[src/rtl/axis_ifft_frame_packer.sv]
// Packs eight serial 64-bit complex bins into one 512-bit IFFT input frame.
// Define IFFT_PACK_SHORT_PAD_EN to zero-pad and emit short frames; otherwise short frames are dropped.
module axis_ifft_frame_packer #(
  parameter int C_AXIS_TDATA_WIDTH = 64,
  parameter int C_AXIS_TOUT_WIDTH  = 512,
  parameter int C_SHORT_CNT_WIDTH  = 16
) (
  input  logic                          s_axis_aclk,
  input  logic                          s_axis_areset,
  input  logic                          s_axis_tvalid,
  output logic                          s_axis_tready,
  input  logic [C_AXIS_TDATA_WIDTH-1:0] s_axis_tdata,
  input  logic                          s_axis_tlast,
  output logic                          m_axis_tvalid,
  input  logic                          m_axis_tready,
  output logic [C_AXIS_TOUT_WIDTH-1:0]  m_axis_tdata,
  output logic                          m_axis_tlast,
  output logic                          m_axis_tuser,
  output logic [C_SHORT_CNT_WIDTH-1:0]  short_frame_cnt
);

  typedef enum logic {FILL, PEND} state_t;

  state_t                         state;
  logic [2:0]                     cnt;
  logic [C_AXIS_TOUT_WIDTH-1:0]   acc;
  logic [C_AXIS_TOUT_WIDTH-1:0]   frame_next;
  logic                           pend_last;
  logic                           accept;
  logic                           complete;
  logic                           short_frame;
  logic                           emit;
  logic                           out_ready;

  // acc is cleared after every frame, so bins above a short-frame tlast are already zero
  always_comb begin
    frame_next = acc;
    frame_next[int'(cnt) * C_AXIS_TDATA_WIDTH +: C_AXIS_TDATA_WIDTH] = s_axis_tdata;
  end

  assign s_axis_tready = (state != PEND) & ~s_axis_areset;
  assign accept        = s_axis_tvalid & s_axis_tready;
  assign complete      = accept & ((cnt == 3'd7) | s_axis_tlast);
  assign short_frame   = s_axis_tlast & (cnt != 3'd7);
  assign out_ready     = ~m_axis_tvalid | m_axis_tready;

`ifdef IFFT_PACK_SHORT_PAD_EN
  logic pend_user;
  assign emit = 1'b1;
`else
  assign emit         = ~short_frame;
  assign m_axis_tuser = 1'b0;
`endif

  always_ff @(posedge s_axis_aclk or posedge s_axis_areset) begin
    if (s_axis_areset) begin
      state           <= FILL;
      cnt             <= 3'd0;
      acc             <= '0;
      pend_last       <= 1'b0;
      m_axis_tvalid   <= 1'b0;
      m_axis_tdata    <= '0;
      m_axis_tlast    <= 1'b0;
      short_frame_cnt <= '0;
`ifdef IFFT_PACK_SHORT_PAD_EN
      pend_user       <= 1'b0;
      m_axis_tuser    <= 1'b0;
`endif
    end else begin
      // A load below overrides this clear, giving back-to-back frames
      if (m_axis_tvalid & m_axis_tready)
        m_axis_tvalid <= 1'b0;

      case (state)
        FILL: begin
          if (accept) begin
            if (!complete) begin
              acc <= frame_next;
              cnt <= cnt + 3'd1;
            end else begin
              cnt <= 3'd0;
              if (short_frame && (short_frame_cnt != {C_SHORT_CNT_WIDTH{1'b1}}))
                short_frame_cnt <= short_frame_cnt + {{(C_SHORT_CNT_WIDTH-1){1'b0}}, 1'b1};
              if (emit && out_ready) begin
                m_axis_tvalid <= 1'b1;
                m_axis_tdata  <= frame_next;
                m_axis_tlast  <= s_axis_tlast;
`ifdef IFFT_PACK_SHORT_PAD_EN
                m_axis_tuser  <= short_frame;
`endif
                acc           <= '0;
              end else if (emit) begin
                acc       <= frame_next;
                pend_last <= s_axis_tlast;
`ifdef IFFT_PACK_SHORT_PAD_EN
                pend_user <= short_frame;
`endif
                state     <= PEND;
              end else begin
                acc <= '0;
              end
            end
          end
        end

        PEND: begin
          if (out_ready) begin
            m_axis_tvalid <= 1'b1;
            m_axis_tdata  <= acc;
            m_axis_tlast  <= pend_last;
`ifdef IFFT_PACK_SHORT_PAD_EN
            m_axis_tuser  <= pend_user;
`endif
            acc           <= '0;
            state         <= FILL;
          end
        end

        default: state <= FILL;
      endcase
    end
  end

endmodule

[config.mk]
export PLATFORM = sky130hd
export DESIGN_NAME = axis_ifft_frame_packer
export DESIGN_NICKNAME = d
export VERILOG_FILES = /design/src/rtl/axis_ifft_frame_packer.sv
export SDC_FILE = /design/constraint.sdc
export NUM_CORES = 2
export LEC_CHECK = 0
export ABC_CLOCK_PERIOD_IN_PS = 45300
export CORE_MARGIN = 4
export CORE_UTILIZATION = 57
export CTS_BUF_LIST = sky130_fd_sc_hd__clkbuf_4 sky130_fd_sc_hd__clkbuf_8
export DETAILED_ROUTE_END_ITERATION = 10
export PLACE_DENSITY_LB_ADDON = 0.08
export SYNTH_ARGS = -nofsm -noshare
export SYNTH_HDL_FRONTEND = slang
export SYNTH_SLANG_ARGS = --single-unit
export TNS_END_PERCENT = 1
[constraint.sdc]
create_clock -name s_axis_aclk -period 45.3 [get_ports s_axis_aclk]
set_clock_uncertainty 0.05 [all_clocks]
set_input_delay 6.795 -clock s_axis_aclk [delete_from_list [all_inputs] [get_ports s_axis_aclk]]
set_output_delay 6.795 -clock s_axis_aclk [all_outputs]
set_load 0.005 [all_outputs]
* Yosys cells after proc, flatten, opt, wreduce, memory -nomap -nowiden
Index checks and enable logic that the tools add are counted.
Cells by class: $add $sub $neg 3, equality and inequality tests 7, shift operators 2, mux-type cells 30, bitwise operators 12, reductions and logical operators 7
Operators by type and width (number):
- 2-to-1 mux 512 bit | 9
- one-hot mux 512 bit (2 select lines) | 2
- bitwise mux 512 bit | 1
- variable shift 64 x 33 -> 512 bit (first input constant) | 1
- variable part select 64 x 33 -> 512 bit | 1
- negator 9 -> 33 bit | 1
- adder 16 x 1 -> 16 bit (second input constant) | 1
- inequality test 16 bit (second input constant) | 1
- 2-to-1 mux 1 bit | 14
- AND reduction 4 bit | 2
- one-hot mux 1 bit (2 select lines) | 3
- bitwise AND 1 bit | 5
- NOT 1 bit | 5
- AND reduction 5 bit | 1
- inequality test 2 x 1 -> 1 bit (second input constant) | 2
- inequality test 2 bit (second input constant) | 2
- AND reduction 2 bit | 2
- adder 3 x 1 -> 3 bit (second input constant) | 1
- == test 3 bit (second input constant) | 1
- 2-to-1 mux 3 bit | 1
- inequality test 3 bit (second input constant) | 1
- logical AND 1 bit | 2
- bitwise OR 1 bit | 2
Word-level totals: register bits 1047, input port bits 69, output and inout bits 532, logic and storage cells 69

* Logic depth before layout (Yosys ltp)
depth in word-level cells 8, gate-level depth with buffers 13, depth with buffers taken out 7

* Worst setup path before layout
No wires, ideal clock.
path type input -> output, start point input port s_axis_areset, end point output port s_axis_tready, arrival time 6901 ps, required time 38455 ps, setup slack 31554 ps, stages 1, buffers on the path 0, path through nor2_1
On the way: word-level cells in the longest chain between the ends 2
RTL lines:
- from (decl) | line 9 | input logic s_axis_areset,
- NOT 1 bit | line 41 | assign s_axis_tready = (state != PEND) & ~s_axis_areset;
- bitwise AND 1 bit | line 41
- to (decl) | line 11 | output logic s_axis_tready,
No other way between the ends.

* Worst setup path in the final report
Same ends and word-level chain as after synthesis.

==> metrics.cfg <==
[outcome]
status = finished, final reports clean

[sta]
relSlewSlack = 0.266
rsz0062_at_grt = false
setup_violations = 0
period_needed_ns = 14.91
worst_pin_slew_ns = 1.10
final_max_slew_viol_count = 0
hold_viol = 0
fin_tns_setup_ns = 0
fmax_mhz = 67.1
period_share = 0.329

[clock_network]
cts_setup_buffers = 0
cts_inserted_buffers = 168
ctsRootBufferMaster = clkbuf_8
cts_tree = done
cts_max_level = 4
cts_resized = 0
cts_sinks = 1047
hold_buffers = 0
insertion_delay_ns = 0.81
cts.reportedPaths.clkPinSlew_ns = 0.06
ctsLongestPathBuffers = 3

[critical_path]
crit_required_ns = 38.46
worst_setup_path_end_kind = output pin
worst_ep_arrival_time_ns = 8.06
worst_setup_path_start_kind = primary input
crit_path_max_fanout = 5
critPathKind = primary input to output pin

[yosys]
ys_types = 51
synth_area_sq_um = 44200
seq_area_frac_synth = 0.592
async_flop_share = 1.00
ys_ff_latch = 1047
yosys_most_used_dff = dfrtp_1
yosysWarningCount = 0
syn-instance-count = 3807
synth_edf_count = 0
synth_area_per_cell_sq_um = 11.6
synth_nets = 3884

[floorplan]
die_w_um = 287
pin_count = 601
core_sq_um = 76500
initial_utilization = 0.579
die_area_sq_um = 82100
rows = 101
die_height_um = 287

[global_routing]
grt_first_pass_wirelength_um = 205000
grt_start_max_net_pins = 235
grt-ovfl-total = 0
grt_pass1_vias = 32600
grt_antenna_before_repair = 15
grt_use_total = 0.326

[drt]
dr.pass1.iters = 5
wl_um = 135000
viasPerCell = 6.00
routed-via-count = 32900
wl_per_cell_um = 24.5
drc = 0
detail-route-antenna-nets = 0
first_iter_violations = 3066

[flow_run]
maxCapViolations = 0

[power_and_ir_drop]
ir_drop_mv = 0.0260
p_leak_nw = 25.1
powerDensity_nw_per_um2 = 37.6

[finish]
area_growth_pct = 22.8
layout.nets = 4398
postLayoutCellArea_sq_um = 54300
seq_area_sq_um = 26200
multiInputGateArea_sq_um = 16800
drive_gt1_frac = 0.0894
fillers = 5588

[placement]
gp_congestion = 0.884
hpwlAfterDp_um = 85200
dpl_cell_area_sq_um = 50700
portBuffers = 599

[hold_path]
hold_class = flip-flop to flip-flop

[registers in the layout (all words and copies together) (netlist names)]
register	count
m_axis_tlast	1
m_axis_tvalid	1
m_axis_tdata	512
pend_last	1
short_frame_cnt	16
acc	512
cnt	3
state	1
[worst max-delay path, stage by stage]
cell,delay (ns)
clkdlybuf4s50_1,0.58
nor2_1,0.17
clkdlybuf4s50_1,0.51
[kinds of logic (layout without fill, tap and decap cells)]
kind of cell | count (synthesis) | after routing | synth area share
buffers and inverters | 315 | 958 | 0.0333
adder cells (fa/ha/maj) | 8 | 8 | 0.00226
XOR/XNOR | 13 | 13 | 0.00257
other | 1 | 12 | 0.0000848
flip-flops | 1047 | 1047 | 0.592
multiplexers | 516 | 516 | 0.117
AND/OR/NAND/NOR | 861 | 861 | 0.0899
AO/OA/AOI/OAI | 1046 | 1046 | 0.163
[cell type report]
type	instances	share of cell area
inverter	6	0.000553
antenna	11	0.000507
timing repair buffer	653	0.119
clock inverter	31	0.00449
tap	1030	0.0237
clock buffer	268	0.0612
multi-input combinational	2445	0.308
sequential	1047	0.482
[stage by stage]
stage	cells	worst slack [ns]	utilization	hold slack [ns]	power [mW]
after floorplan	3807	8.99	-	0.405	1.12
after global placement	5181	30.41	0.664	0.411	1.20
after detailed placement	5181	30.39	0.664	0.419	1.20
after CTS	5480	30.39	0.710	0.432	2.05
after global routing	5486	30.33	0.711	0.446	2.11
final	5491	30.39	0.711	0.424	2.04
[final timing paths]
path	slack [ns]	from	cells past startpoint	endpoint
max reg2reg	39.38	cnt[1]	9	m_axis_tdata[410]
min in group asynchronous	6.62	s_axis_areset	2	m_axis_tdata[263]
min	0.42	m_axis_tdata[229]	2	m_axis_tdata[229]
min reg2reg	0.42	m_axis_tdata[229]	2	m_axis_tdata[229]
max in group asynchronous	34.83	s_axis_areset	6	acc[155]
max	30.39	s_axis_areset	3	s_axis_tready
[cell usage after synthesis (12+ instances only)]
cell type,instances,area [sq um]
a22o_1,448,3920
and2_1,129,807
and3_1,62,388
buf_2,133,666
buf_4,21,158
clkbuf_1,144,541
dfrtp_1,1047,26200
mux2i_1,513,5130
nand2_1,592,2220
nor2_1,14,52.6
o21ai_0,505,2530
o21ai_1,12,60.1
o2bb2ai_1,64,561
[routing by layer]
layer	track usage	share of wire	up-vias	wire [um]
met5	0	0.000089	-	12
met4	0.114	0.032	2	4250
met3	0.0936	0.095	218	12700
met2	0.484	0.45	1344	60600
met1	0.464	0.42	16700	56900
li1	-	-	14700	-
[cell usage in the layout (no fill, tap or decap), types with 3 or more instances in the layout]
cell / count
xor2_1: 11
nor4_1: 5
o21ai_0: 505
and2_1: 128
clkinv_2: 18
mux2_2: 3
buf_4: 49
o2bb2ai_1: 64
nand3_1: 7
dfrtp_1: 1046
inv_1: 5
clkbuf_4: 58
nor2_4: 4
nor2_1: 10
clkinvlp_4: 5
nor3_2: 4
and3b_1: 3
clkdlybuf4s50_1: 599
nor3_1: 4
o211ai_1: 3
a22o_1: 448
nand4_1: 4
ha_1: 7
o21ai_4: 9
nor3b_1: 9
nand2b_1: 4
nand2_1: 591
nor3_4: 3
inv_8: 5
diode_2: 11
mux2i_1: 513
o21ai_1: 11
buf_12: 5
clkbuf_8: 210
and3_1: 62
[power breakdown]
| group | switching (mW) | internal (mW) |
|---|---|---|
| logic | 0.150 | 0.0737 |
| clock network | 0.383 | 0.472 |
| registers | 0.0119 | 0.950 |
| total | 0.545 | 1.50 |
No activity file was read; power rests on OpenSTA's default activity.
